## config.mk

```make
export PLATFORM = sky130hd
export DESIGN_NAME = dma_mc_controller
export DESIGN_NICKNAME = d
export VERILOG_FILES = /design/src/rtl/dma_pkg.sv /design/src/rtl/dma_fifo.sv /design/src/rtl/dma_mc_controller.sv
export SDC_FILE = /design/constraint.sdc
export NUM_CORES = 1
export LEC_CHECK = 0
export ABC_AREA = 1
export BUFFER_PORTS_ARGS = -buffer_cell sky130_fd_sc_hd__buf_2
export CORE_UTILIZATION = 38
export CTS_BUF_LIST = sky130_fd_sc_hd__clkbuf_8
export DETAILED_ROUTE_END_ITERATION = 8
export PLACE_DENSITY_LB_ADDON = 0.1
export RECOVER_POWER = 100
export SYNTH_ARGS = -nofsm -noshare
export SYNTH_HDL_FRONTEND = slang
export SYNTH_SLANG_ARGS = --single-unit
```

## constraint.sdc

```tcl
create_clock -name clk -period 4.3 [get_ports clk]
set_input_delay 0.86 -clock clk [delete_from_list [all_inputs] [get_ports clk]]
set_output_delay 0.86 -clock clk [all_outputs]
set_load 0.1 [all_outputs]
```

## src/rtl/dma_pkg.sv

```systemverilog
// Shared definitions for the DMA multi-channel controller.
//   state_e : controller FSM states
//   WeRead / WeWrite : dma_we codes driven towards memory
package dma_pkg;

    typedef enum logic [2:0] {
        StIdle,
        StGrant,
        StXfer,
        StDone,
        StErr
    } state_e;

    localparam logic [1:0] WeRead  = 2'b00;
    localparam logic [1:0] WeWrite = 2'b11;

endpackage

```

## src/rtl/dma_fifo.sv

```systemverilog
// Synchronous FIFO of 2^FIFO_DEPTH words used as the staging buffer between memory and device.
// Ports:
//   clk, reset   : clock, synchronous active-low reset
//   flush        : drop all stored words
//   push, din    : write request and data (ignored when full unless popping in the same cycle)
//   pop, dout    : read request (ignored when empty), head word
//   full, empty  : status flags
//   level        : number of stored words (0 .. 2^FIFO_DEPTH)
module dma_fifo #(
    parameter int unsigned DATA_LEN   = 16,
    parameter int unsigned FIFO_DEPTH = 4
) (
    input  logic                clk,
    input  logic                reset,
    input  logic                flush,
    input  logic                push,
    input  logic                pop,
    input  logic [DATA_LEN-1:0] din,
    output logic [DATA_LEN-1:0] dout,
    output logic                full,
    output logic                empty,
    output logic [FIFO_DEPTH:0] level
);

    localparam int unsigned Words = 1 << FIFO_DEPTH;

    logic [DATA_LEN-1:0] mem [Words];
    // The extra MSB on each pointer tells a full FIFO apart from an empty one.
    logic [FIFO_DEPTH:0] wr_ptr_q;
    logic [FIFO_DEPTH:0] rd_ptr_q;
    logic                do_push;
    logic                do_pop;

    assign empty   = (wr_ptr_q == rd_ptr_q);
    assign full    = (wr_ptr_q[FIFO_DEPTH] != rd_ptr_q[FIFO_DEPTH]) &&
                     (wr_ptr_q[FIFO_DEPTH-1:0] == rd_ptr_q[FIFO_DEPTH-1:0]);
    assign level   = wr_ptr_q - rd_ptr_q;
    assign do_pop  = pop && !empty;
    // A pop in the same cycle frees the slot, so push into a full FIFO is allowed then.
    assign do_push = push && (!full || do_pop);
    assign dout    = mem[rd_ptr_q[FIFO_DEPTH-1:0]];

    always_ff @(posedge clk) begin
        if (!reset || flush) begin
            wr_ptr_q <= '0;
            rd_ptr_q <= '0;
        end else begin
            if (do_push) wr_ptr_q <= wr_ptr_q + 1'b1;
            if (do_pop)  rd_ptr_q <= rd_ptr_q + 1'b1;
        end
    end

    always_ff @(posedge clk) begin
        if (do_push) mem[wr_ptr_q[FIFO_DEPTH-1:0]] <= din;
    end

endmodule

```

## src/rtl/dma_mc_controller.sv

```systemverilog
// Multi-channel DMA controller: round-robin arbitration between NUM_CH device channels, one job
// at a time, staging words through a FIFO between the memory port and the device port.
// Ports:
//   clk, reset                 : clock, synchronous active-low reset
//   rqst/rd_wr/addr_fix        : per-channel job request, direction (1 = mem->dev), fixed address
//   dev_addr/num_words         : per-channel start address and word count (packed per channel)
//   dev_ack/dev_in             : device strobe and write data
//   dma_ack/dev_out            : controller strobe and read data towards the device
//   end_flag/err_flag/busy     : per-channel done/error pulses, job active
//   dma_in/dma_ready/dma_resp  : memory read data, access accepted, access error
//   dma_addr/dma_out/dma_en/dma_we/dma_priority : memory request
module dma_mc_controller
    import dma_pkg::*;
#(
    parameter int unsigned ADD_LEN         = 16,
    parameter int unsigned DATA_LEN        = 16,
    parameter int unsigned FIFO_DEPTH      = 4,
    parameter int unsigned FIFO_DIV_FACTOR = 2,
    parameter int unsigned NUM_CH          = 2,
    parameter int unsigned CNT_LEN         = FIFO_DEPTH + 1
) (
    input  logic                      clk,
    input  logic                      reset,
    input  logic [NUM_CH-1:0]         rqst,
    input  logic [NUM_CH-1:0]         rd_wr,
    input  logic [NUM_CH-1:0]         addr_fix,
    input  logic [NUM_CH*ADD_LEN-1:0] dev_addr,
    input  logic [NUM_CH*CNT_LEN-1:0] num_words,
    input  logic [NUM_CH-1:0]         dev_ack,
    input  logic [DATA_LEN-1:0]       dev_in,
    output logic [NUM_CH-1:0]         dma_ack,
    output logic [DATA_LEN-1:0]       dev_out,
    output logic [NUM_CH-1:0]         end_flag,
    output logic [NUM_CH-1:0]         err_flag,
    output logic                      busy,
    input  logic [DATA_LEN-1:0]       dma_in,
    input  logic                      dma_ready,
    input  logic                      dma_resp,
    output logic [ADD_LEN-1:0]        dma_addr,
    output logic [DATA_LEN-1:0]       dma_out,
    output logic                      dma_en,
    output logic [1:0]                dma_we,
    output logic                      dma_priority
);

    localparam int unsigned ChW   = (NUM_CH > 1) ? $clog2(NUM_CH) : 1;
    localparam int unsigned LvlW  = FIFO_DEPTH + 1;
    localparam int unsigned Words = 1 << FIFO_DEPTH;
    localparam logic [FIFO_DEPTH:0] LvlFull = LvlW'(Words);
    localparam logic [FIFO_DEPTH:0] LvlThr  = LvlW'(Words >> FIFO_DIV_FACTOR);

    state_e               state_q, state_d;
    logic [ChW-1:0]       ch_q, rr_q, sel, rr_next;
    logic                 rd_wr_q, fix_q;
    logic [ADD_LEN-1:0]   addr_q;
    logic [CNT_LEN-1:0]   cnt_q, issued_q, dev_cnt_q;
    logic                 accept, dev_hs, ack_bit;
    logic                 fifo_push, fifo_pop, fifo_flush, fifo_full, fifo_empty;
    logic [DATA_LEN-1:0]  fifo_din, fifo_dout;
    logic [FIFO_DEPTH:0]  fifo_level;

    dma_fifo #(
        .DATA_LEN   (DATA_LEN),
        .FIFO_DEPTH (FIFO_DEPTH)
    ) u_fifo (
        .clk   (clk),
        .reset (reset),
        .flush (fifo_flush),
        .push  (fifo_push),
        .pop   (fifo_pop),
        .din   (fifo_din),
        .dout  (fifo_dout),
        .full  (fifo_full),
        .empty (fifo_empty),
        .level (fifo_level)
    );

    // Round-robin pick: scan from rr_q upward; walking backwards lets the first hit win.
    always_comb begin
        int idx;
        sel = rr_q;
        idx = 0;
        for (int i = int'(NUM_CH) - 1; i >= 0; i--) begin
            idx = int'(rr_q) + i;
            if (idx >= int'(NUM_CH)) idx = idx - int'(NUM_CH);
            if (rqst[idx]) sel = ChW'(idx);
        end
        rr_next = (ch_q == ChW'(NUM_CH - 1)) ? '0 : ch_q + 1'b1;
    end

    always_comb begin
        state_d      = state_q;
        dma_en       = 1'b0;
        dma_we       = WeRead;
        dma_out      = '0;
        dma_ack      = '0;
        dev_out      = '0;
        end_flag     = '0;
        err_flag     = '0;
        busy         = (state_q != StIdle);
        dma_priority = 1'b0;
        fifo_push    = 1'b0;
        fifo_pop     = 1'b0;
        fifo_flush   = 1'b0;
        fifo_din     = rd_wr_q ? dma_in : dev_in;
        ack_bit      = 1'b0;
        accept       = 1'b0;
        dev_hs       = 1'b0;
        unique case (state_q)
            StIdle: begin
                if (|rqst) state_d = StGrant;
            end
            StGrant: begin
                state_d = (num_words[ch_q*CNT_LEN +: CNT_LEN] == '0) ? StDone : StXfer;
            end
            StXfer: begin
                if (rd_wr_q) begin
                    // Empty slot needed before issuing, so the accepted word always fits.
                    dma_en       = (issued_q < cnt_q) && (fifo_level < LvlFull);
                    accept       = dma_en && dma_ready;
                    ack_bit      = !fifo_empty;
                    dev_out      = fifo_empty ? '0 : fifo_dout;
                    dev_hs       = ack_bit && dev_ack[ch_q];
                    fifo_push    = accept && !dma_resp;
                    fifo_pop     = dev_hs;
                    dma_priority = (fifo_level <= LvlThr);
                    if (dev_cnt_q == cnt_q) state_d = StDone;
                end else begin
                    dma_en       = !fifo_empty;
                    dma_we       = dma_en ? WeWrite : WeRead;
                    dma_out      = dma_en ? fifo_dout : '0;
                    accept       = dma_en && dma_ready;
                    ack_bit      = !fifo_full && (dev_cnt_q < cnt_q);
                    dev_hs       = ack_bit && dev_ack[ch_q];
                    fifo_push    = dev_hs;
                    fifo_pop     = accept && !dma_resp;
                    dma_priority = (fifo_level >= LvlFull - LvlThr);
                    if (issued_q == cnt_q) state_d = StDone;
                end
                dma_ack[ch_q] = ack_bit;
                if (accept && dma_resp) state_d = StErr;
            end
            StDone: begin
                end_flag[ch_q] = 1'b1;
                state_d        = StIdle;
            end
            StErr: begin
                err_flag[ch_q] = 1'b1;
                fifo_flush     = 1'b1;
                state_d        = StIdle;
            end
            default: state_d = StIdle;
        endcase
    end

    assign dma_addr = addr_q;

    always_ff @(posedge clk) begin
        if (!reset) begin
            state_q   <= StIdle;
            ch_q      <= '0;
            rr_q      <= '0;
            rd_wr_q   <= 1'b0;
            fix_q     <= 1'b0;
            addr_q    <= '0;
            cnt_q     <= '0;
            issued_q  <= '0;
            dev_cnt_q <= '0;
        end else begin
            state_q <= state_d;
            if (state_q == StIdle && |rqst) ch_q <= sel;
            if (state_q == StGrant) begin
                rd_wr_q   <= rd_wr[ch_q];
                fix_q     <= addr_fix[ch_q];
                addr_q    <= dev_addr[ch_q*ADD_LEN +: ADD_LEN];
                cnt_q     <= num_words[ch_q*CNT_LEN +: CNT_LEN];
                issued_q  <= '0;
                dev_cnt_q <= '0;
            end
            if (accept) begin
                issued_q <= issued_q + 1'b1;
                if (!fix_q) addr_q <= addr_q + 1'b1;
            end
            if (dev_hs) dev_cnt_q <= dev_cnt_q + 1'b1;
            // An errored job also counts as served so a faulty channel cannot starve others.
            if (state_q == StDone || state_q == StErr) rr_q <= rr_next;
        end
    end

endmodule

```

# Word-level counts from Yosys, hierarchy flattened
# Memories as Yosys holds them, arrays and structs flattened. A register that Yosys moved wholly into a read port is not among the register bits.
# Index checks and enable logic that the tools add are counted.
[totals] reg_bits=48 ramBits=256 in_bits=86 out_inout_bits=59 word_cells=141 n_memories=1
[mem_list] memory="u_fifo.mem" words=16 width=16 rd=1 rd_ports_with_merged_regs=1 wr=1 line_no="dma_fifo.sv:27" source="logic [DATA_LEN-1:0] mem [Words];"
[op_classes] n_addsub=10 mul=1 magnitude_cmp=11 eq_ne=12 shifts=2 n_mux=64 n_bitwise=1 n_reduce_logical=28
[ops] operator="$mux 16" count=9
[ops] operator="$lt 32x3->1 const B" count=2
[ops] operator="$mux 32" count=2
[ops] operator="$mux 1" count=35
[ops] operator="$shiftx 32x6->16" count=1
[ops] operator="$add 5x1->5 const B" count=4
[ops] operator="$add 16x1->16 const B" count=1
[ops] operator="$eq 5x5->1" count=3
[ops] operator="$mux 3" count=5
[ops] operator="$mux 5" count=3
[ops] operator="$logic_and 1x1->1" count=14
[ops] operator="$mux 2" count=6
[ops] operator="$lt 5x5->1" count=2
[ops] operator="$shiftx 10x5->5" count=1
[ops] operator="$pmux 3 s3" count=1
[ops] operator="$mux 4" count=2
[ops] operator="$ne 4x4->1 const B" count=2
[ops] operator="$eq 3x2->1 const B" count=2
[ops] operator="$ge 5x4->1 const B" count=1
[ops] operator="$le 5x3->1 const B" count=1
[ops] operator="$logic_not 5->1" count=1
[ops] operator="$lt 5x5->1 const B" count=1
[ops] operator="$sub 5x5->5" count=1
[ops] operator="$eq 4x4->1" count=1
[ops] operator="other kinds (22)" count=28

# Depth between registers and ports, before layout
# Gate-level depths: netlist of the first run.
[logic_depth] ltp_word=11 mapped_depth=16 depth_no_buf=16

# Cells and area by module
# A second synthesis of the first run with hierarchy kept.
[unflattened] hier_cells=1637 hier_area_um2=14858.0
[by_module_without_submodules] module="dma_fifo" instances=1 cells_per_inst=1031 area_per_inst_um2=11481.0 seq_area_each_um2=7967.6
[by_module_without_submodules] module="dma_mc_controller" instances=1 cells_per_inst=606 area_per_inst_um2=3377.0 seq_area_each_um2=760.7

# Least setup slack after synthesis of the first run
# OpenSTA, ideal clock, no wires.
[synth_path] path_type="flip-flop to output port" from="reg u_fifo.wr_ptr_q[0]" to="out dev_out[10]" t_arrival_ns=3.563 required_ns=3.440 slack_ns=-0.123 stages_incl_launch_ff=9 path_buffers=1 path_cell_list="dfxtp_1 > inv_1 > ha_1 > nand2_1 > nor2_4 > nand2_2 > nand2_1 > clkbuf_1 > a211oi_1"
[synth_via] elab_chain_len=4
[synth_rtl] element="start: declaration" line_no="dma_fifo.sv:29" source="logic [FIFO_DEPTH:0] wr_ptr_q;"
[synth_rtl] element="start signal: assignment" line_no="dma_fifo.sv:48" source="if (do_push) wr_ptr_q <= wr_ptr_q + 1'b1;"
[synth_rtl] element="$eq 5x5->1" line_no="dma_fifo.sv:34" source="assign empty = (wr_ptr_q == rd_ptr_q);"
[synth_rtl] element="$mux 16" line_no="dma_mc_controller.sv:122" source="dev_out = fifo_empty ? '0 : fifo_dout;"
[synth_rtl] element="$mux 16" line_no="dma_mc_controller.sv:117" source="if (rd_wr_q) begin"
[synth_rtl] element="$mux 16" line_no="dma_mc_controller.sv:109" source="unique case (state_q)"
[synth_rtl] element="end: declaration" line_no="dma_mc_controller.sv:32" source="output logic [DATA_LEN-1:0] dev_out,"
# No other way between the ends.

==> metrics.txt, run 1 <==
CTS tree=done; Tcrit/Tclk final=92.9%; Area Growth Syn to Fin=15.5%; post-synthesis mux area share=0%; diode count=0; Sw Share=36.6%; vias in the first global route=10500; HP Class=reg2reg; Total GRT Usage=20.3%; initial antenna violation count=0; ranking of synthesized cells by area=edfxtp_1, nand2_1, dfxtp_1; post-layout total power=8440 uW; normalized max-slew margin=17.4%; critical path type=reg2out; leak pwr=0.00654 uW; Layout Nets=1773; CP arrival=3140 ps; skew final=18.6 ps; register area share after synthesis=59.6%; RSZ-0062 raised after global routing=false; Setup Fix Bufs, Post-CTS=0; Post-Synthesis Cells=1512; global routing's busiest layer=met2; Worst EP required=3440 ps; # setup viols final=0; Pins Over Slew Limit=0; Simple-Gate Fraction of Synth Area=16.9%; die width=198 um; combinational share of power=25.8%; Syn Nets=1621; Seq cells post-synth=308; cell row count=71; DRC viols=0; startpoint types=flip-flop; max cap viols=0; setup slack, reg-to-reg=340 ps; Post-Synth Adder-Cell Area=2.02%; FF-to-FF End=u_fifo.mem[10][10]$_DFFE_PP_; Yosys top cell area share=52.5%; root buf cell=clkbuf_8; XOR/XNOR Fraction of Synth Area=0.778%; post-synthesis compound-gate area fraction=12.7%; per-instance average area after synthesis=9.68 um^2; min Tclk post-route=4000 ps; number of fill cells=3706; fmax=0.250 GHz; path depth of the worst reg2reg path=14; critical path fanouts, max=77; Flop pwr share=44.5%; IO buf count=144; met2 GRT Util=33.3%; 1st-pass router iterations=7; Worst-Margin Slew=1240 ps; pwr dens=499 mW/mm^2; run status=finished clean; Cell Area, Synth=0.0146 mm^2; pin count of the biggest net entering global routing=78; layout cell share with drive strength beyond 1=14.2%; area leader, netlist=edfxtp_1; routed vias/inst=5.01; CP Capture Type=primary output; synth warn=0; largest family of logic cells by synthesized area=simple AND/OR/NAND/NOR gates; final std cells w/o fill=2218; Register Area=0.00874 mm^2; H-tree depth=2; synth unique cells=40; Hold Fails Final Rpt=0; Wirelength per Cell=17.7 um; Worst setup endpoint=dev_out[0]; total CTS buffers=53; boundary pin count=145; GPL Wtd Cong=0.829; Initial Util=38.8%; number of placed instances, taps included=2120; Multi-input gate area=0.00473 mm^2; CTS-repair resized insts=0; Pint=5350 uW; antenna viol nets, final=0; hold-fix buffers at CTS=0; Psw=3090 uW; clock buffer depth=3; Die Area=0.0393 mm^2; GR met1 Demand/Resource=28.1%; initial DRC count=805; first-pass GRT wire length=61000 um; Core Footprint=0.0378 mm^2; Clock transition at path regs=60 ps; Die Ht=198 um; worst skew pair latency=580 ps; grt total ovfl=0; Clock Power Share=29.7%; worst r2r src=u_fifo.wr_ptr_q[0]$_SDFFE_PP0P_; met3 usage in global routing=3.10%; Sink Count=308; vias post-DR=11100; routed wire length=39300 um; IR drop worst, VDD=0.497 mV; DP Wirelength=26100 um
## layer usage
layer,wire [um],vias to the layer above
met5,0,-
met4,682,0
met3,1940,53
met2,18300,290
met1,18400,5251
li1,-,5520
## synth_stat cells, drive strengths merged
| library cell | n |
|---|---|
| xnor2 | 3 |
| nor2 | 64 |
| a31oi | 6 |
| nand3b | 1 |
| a21o | 1 |
| or2 | 4 |
| o21bai | 1 |
| ha | 22 |
| o31ai | 8 |
| edfxtp | 256 |
| clkinv | 2 |
| buf | 51 |
| clkbuf | 36 |
| nand4 | 17 |
| inv | 195 |
| o21ai | 98 |
| a21oi | 123 |
| nand2 | 319 |
| fa | 1 |
| xor2 | 10 |
| nor3 | 22 |
| o32ai | 1 |
| nand3 | 136 |
| nor3b | 1 |
| dfxtp | 52 |
| o211ai | 65 |
| a211oi | 17 |
## metrics by stage
stage / utilization [%] / hold WS, ps / setup WS (ps) / area (um^2) / setup TNS (ps)
after global routing: 44.8 / 511 / 86.8 / 16900 / 0
final: 44.8 / 488 / 303 / 16900 / 0
after CTS: 46.3 / 489 / 330 / 17500 / 0
after floorplan: - / 454 / -123 / 14600 / -1230
after global placement: 43.6 / 473 / 859 / 16500 / 0
after detailed placement: 43.6 / 481 / 802 / 16500 / 0
## cell type report
class                   instances  area share [%]
flip-flops and latches        308            51.6
multi-input cells             920            27.9
repair buffers                184            6.40
clock buffers                  55            4.48
inverters                     197            4.37
well taps                     511            3.78
clock inverters                43            1.38
## how the worst min path moves through the flow
stage	slack (ps)	cells past startpoint	end	start
3_3_place_gp	470	2	u_fifo.wr_ptr_q[4]$_SDFFE_PP0P_	u_fifo.wr_ptr_q[4]$_SDFFE_PP0P_
3_5_place_dp	480	2	u_fifo.wr_ptr_q[4]$_SDFFE_PP0P_	u_fifo.wr_ptr_q[4]$_SDFFE_PP0P_
5_1_grt	510	2	u_fifo.wr_ptr_q[4]$_SDFFE_PP0P_	u_fifo.wr_ptr_q[4]$_SDFFE_PP0P_
6_report	490	2	u_fifo.wr_ptr_q[4]$_SDFFE_PP0P_	u_fifo.wr_ptr_q[4]$_SDFFE_PP0P_
4_1_cts	490	2	u_fifo.wr_ptr_q[4]$_SDFFE_PP0P_	u_fifo.wr_ptr_q[4]$_SDFFE_PP0P_
2_1_floorplan	450	2	u_fifo.wr_ptr_q[4]$_SDFFE_PP0P_	u_fifo.wr_ptr_q[4]$_SDFFE_PP0P_
## power groups by stage
stage	Sequential, uW	Combinational (uW)	Clock, uW
2_1_floorplan	4120	1320	0
3_3_place_gp	3820	2260	0
3_5_place_dp	3820	2270	0
4_1_cts	3760	2270	2580
5_1_grt	3780	2410	2700
6_report	3760	2180	2510
## cells by family (layout without fill, tap and decap cells)
group	Yosys count	after routing
xor+xnor	13	13
compound gates	320	320
simple gates	564	564
flops	308	308
fa+ha+maj	23	23
buf+inv	284	479
## cells in the final DEF, fill, tap and decap left out, types with 2 or more instances in the layout
master	instances
a211oi_1	17
xnor2_1	3
nand2_1	313
nor2_1	62
o31ai_1	8
clkbuf_1	31
a21oi_1	123
o21ai_0	97
buf_4	14
dfxtp_1	50
nand3_1	134
xor2_1	10
inv_1	216
nand2_2	3
nand2_4	2
nand4_1	17
bufinv_16	2
inv_6	2
clkbuf_8	55
edfxtp_1	256
o211ai_1	65
a31oi_1	6
clkinv_1	12
ha_1	22
dfxtp_4	2
or2_2	3
clkbuf_2	41
buf_2	87
nor3_1	16
nor3_2	6
buf_12	11
clkinv_2	5
inv_2	2
## registers in the layout, summed over array words and instances, names as in the netlist, named ones only
| signal | count |
|---|---|
| u_fifo.mem | 256 |
| dma_addr | 16 |
| cnt_q | 5 |
| dev_cnt_q | 5 |
| issued_q | 5 |
| u_fifo.rd_ptr_q | 5 |
| u_fifo.wr_ptr_q | 5 |
| state_q | 3 |
| ch_q | 1 |
| fix_q | 1 |
| rd_wr_q | 1 |
| rr_q | 1 |
## worst max-delay path, stage by stage (launching register included)
cell and delay [ps]:
dfxtp_4 970, clkbuf_2 400, o211ai_1 160, nand3_1 110
nand3_1 220, a211oi_1 410, buf_12 230
Note: power is estimated with default switching activity, not from simulation.
==> inputs of run 2 (changes only) <==
--- a/config.mk
+++ b/config.mk
@@ -8,7 +8,6 @@
 export ABC_AREA = 1
 export BUFFER_PORTS_ARGS = -buffer_cell sky130_fd_sc_hd__buf_2
 export CORE_UTILIZATION = 38
-export CTS_BUF_LIST = sky130_fd_sc_hd__clkbuf_8
 export DETAILED_ROUTE_END_ITERATION = 8
 export PLACE_DENSITY_LB_ADDON = 0.1
 export RECOVER_POWER = 100
==> metrics.txt, run 2 (synthesis results as in run 1) <==
Critical Path Max Stage Delay=970 ps (about the same); Worst-Margin Slew=1510 ps (was 1240 ps); commonest non-fill, non-tap cell in the layout=nand2_1 (unchanged); Setup Fix Bufs, Post-CTS=0 (unchanged); cell row count=71 (unchanged); routed wire length=38900 um (was 39300 um); vias in the first global route=10300 (was 10500); vias post-DR=10900 (was 11100); antenna viol nets, final=0 (unchanged); run status=finished with violations (was finished clean); Hold Fails Final Rpt=0 (unchanged); Wirelength per Cell=17.8 um (was 17.7 um); Total GRT Usage=20.1% (was 20.3%); root buf cell=clkbuf_16 (was clkbuf_8); Bufs and invs on worst path=2 (unchanged); pin count of the biggest net entering global routing=78 (unchanged); number of placed instances, taps included=2120 (unchanged); initial DRC count=643 (was 805); Top Family by Delay on Critical Path=flip-flops (unchanged); IO buf count=144 (unchanged); CP Capture Type=primary output (unchanged); GPL Wtd Cong=0.829 (unchanged); Sink Count=308 (unchanged); normalized max-slew margin=-0.775% (was 17.4%); routed vias/inst=5.01 (about the same); critical path type=reg2out (unchanged); total CTS buffers=35 (was 53); leak pwr=0.00645 uW (was 0.00654 uW); CTS-repair resized insts=0 (unchanged); Final Util=45.0% (was 44.8%); violations in the final reports=capacitance limit, slew limit; Core Footprint=0.0378 mm^2 (unchanged); max FFs per register=256 (unchanged); # setup viols final=0 (unchanged); die width=198 um (unchanged); Layout Nets=1755 (was 1773); CTS tree=done (unchanged); pwr dens=511 mW/mm^2 (was 499 mW/mm^2); diode count=0 (unchanged); DP Wirelength=26100 um (unchanged); IR drop worst, VDD=0.489 mV (was 0.497 mV); Clock transition at path regs=60 ps (about the same); CP arrival=3110 ps (was 3140 ps); max cap viols=1 (was 0); CP cell instances=clkbuf_1 > o211ai_1 > nand3_1 > nand3_1 > a21oi_1 > clkbuf_2 (was clkbuf_2 > o211ai_1 > nand3_1 > nand3_1 > a211oi_1 > buf_12); final std cells w/o fill=2183 (was 2218); DRC viols=0 (unchanged); Initial Util=38.8% (unchanged); hold-fix buffers at CTS=0 (unchanged); initial antenna violation count=0 (unchanged); min Tclk post-route=3970 ps (was 4000 ps); critical path fanouts, max=77 (unchanged); Area Growth Syn to Fin=16.0% (was 15.5%); commonest cells after routing, fill and taps aside=nand2_1, edfxtp_1, inv_1, nand3_1, a21oi_1 (unchanged); HP Class=reg2reg (unchanged); skew final=15.0 ps (was 18.6 ps); boundary pin count=145 (unchanged); setup_tns=0 ps (unchanged); worst skew pair latency=510 ps (was 580 ps); first-pass GRT wire length=60600 um (was 61000 um); number of fill cells=3677 (was 3706); post-layout total power=8680 uW (was 8440 uW); H-tree depth=2 (unchanged); Pins Over Slew Limit=30 (was 0); Worst EP required=3440 ps (about the same); fmax=0.252 GHz (was 0.250 GHz); RSZ-0062 raised after global routing=false (unchanged); layout cell share with drive strength beyond 1=13.9% (was 14.2%); Most common cell on crit path=nand3_1 (unchanged); clock buffer depth=3 (unchanged); Slowest-stage cell, CP=dfxtp_4 (unchanged); 1st-pass router iterations=5 (was 7); Die Ht=198 um (unchanged); Tcrit/Tclk final=92.2% (was 92.9%); startpoint types=flip-flop (unchanged); grt total ovfl=0 (unchanged); Die Area=0.0393 mm^2 (unchanged)
[run 2: power by group]
part           internal, uW  switching, uW
Combinational           442           1740
Clock                  1540           1200
Sequential             3600            157
[run 2: cell type report]
type	instances	area, um^2	share of cell area, %
sequential	308	8740	51.4
multi-input combinational	920	4750	28.0
timing repair buffer	184	1070	6.28
clock buffer	37	905	5.33
inverter	197	739	4.35
tap	511	639	3.76
clock inverter	26	151	0.891
[run 2: per-stage QoR]
stage | cell area [um^2] | hold slack [ps] | setup slack [ps]
3_5_place_dp | 16500 | 481 | 802
6_report | 17000 | 488 | 334
5_1_grt | 17000 | 512 | 109
2_1_floorplan | 14600 | 454 | -123
3_3_place_gp | 16500 | 473 | 859
4_1_cts | 17500 | 489 | 407
[run 2: metal layers]
layer / vias up / part of all wire, % / track usage, %
met3: 40 / 4.7 / 2.76
met1: 5158 / 47 / 28.2
met4: 0 / 1.5 / 4.16
met2: 260 / 46 / 33.2
li1: 5470 / - / -
met5: - / 0 / 0
[run 2: worst paths after layout]
path / startpoint / to / slack (ps) / cells after the start
max: flip-flop / dma_out[4] / 330 / 6
min: u_fifo.wr_ptr_q[4]$_SDFFE_PP0P_ / u_fifo.wr_ptr_q[4]$_SDFFE_PP0P_ / 490 / 2
max reg2reg: u_fifo.wr_ptr_q[0]$_SDFFE_PP0P_ / u_fifo.mem[10][14]$_DFFE_PP_ / 360 / 14
min reg2reg: u_fifo.wr_ptr_q[4]$_SDFFE_PP0P_ / u_fifo.wr_ptr_q[4]$_SDFFE_PP0P_ / 490 / 2
[run 2: worst register-to-register path, cell delays in order (launching register included)]
cell and delay (ps):
dfxtp_1 340, inv_1 140, ha_1 170, inv_1 60, fa_1 390, nand2_1 70, nand2_1 70, nand2_1 60
nand2_1 40, nand2_1 110, nand2_1 100, o21bai_1 470, nand3_4 410, nor3_2 570, buf_1 560
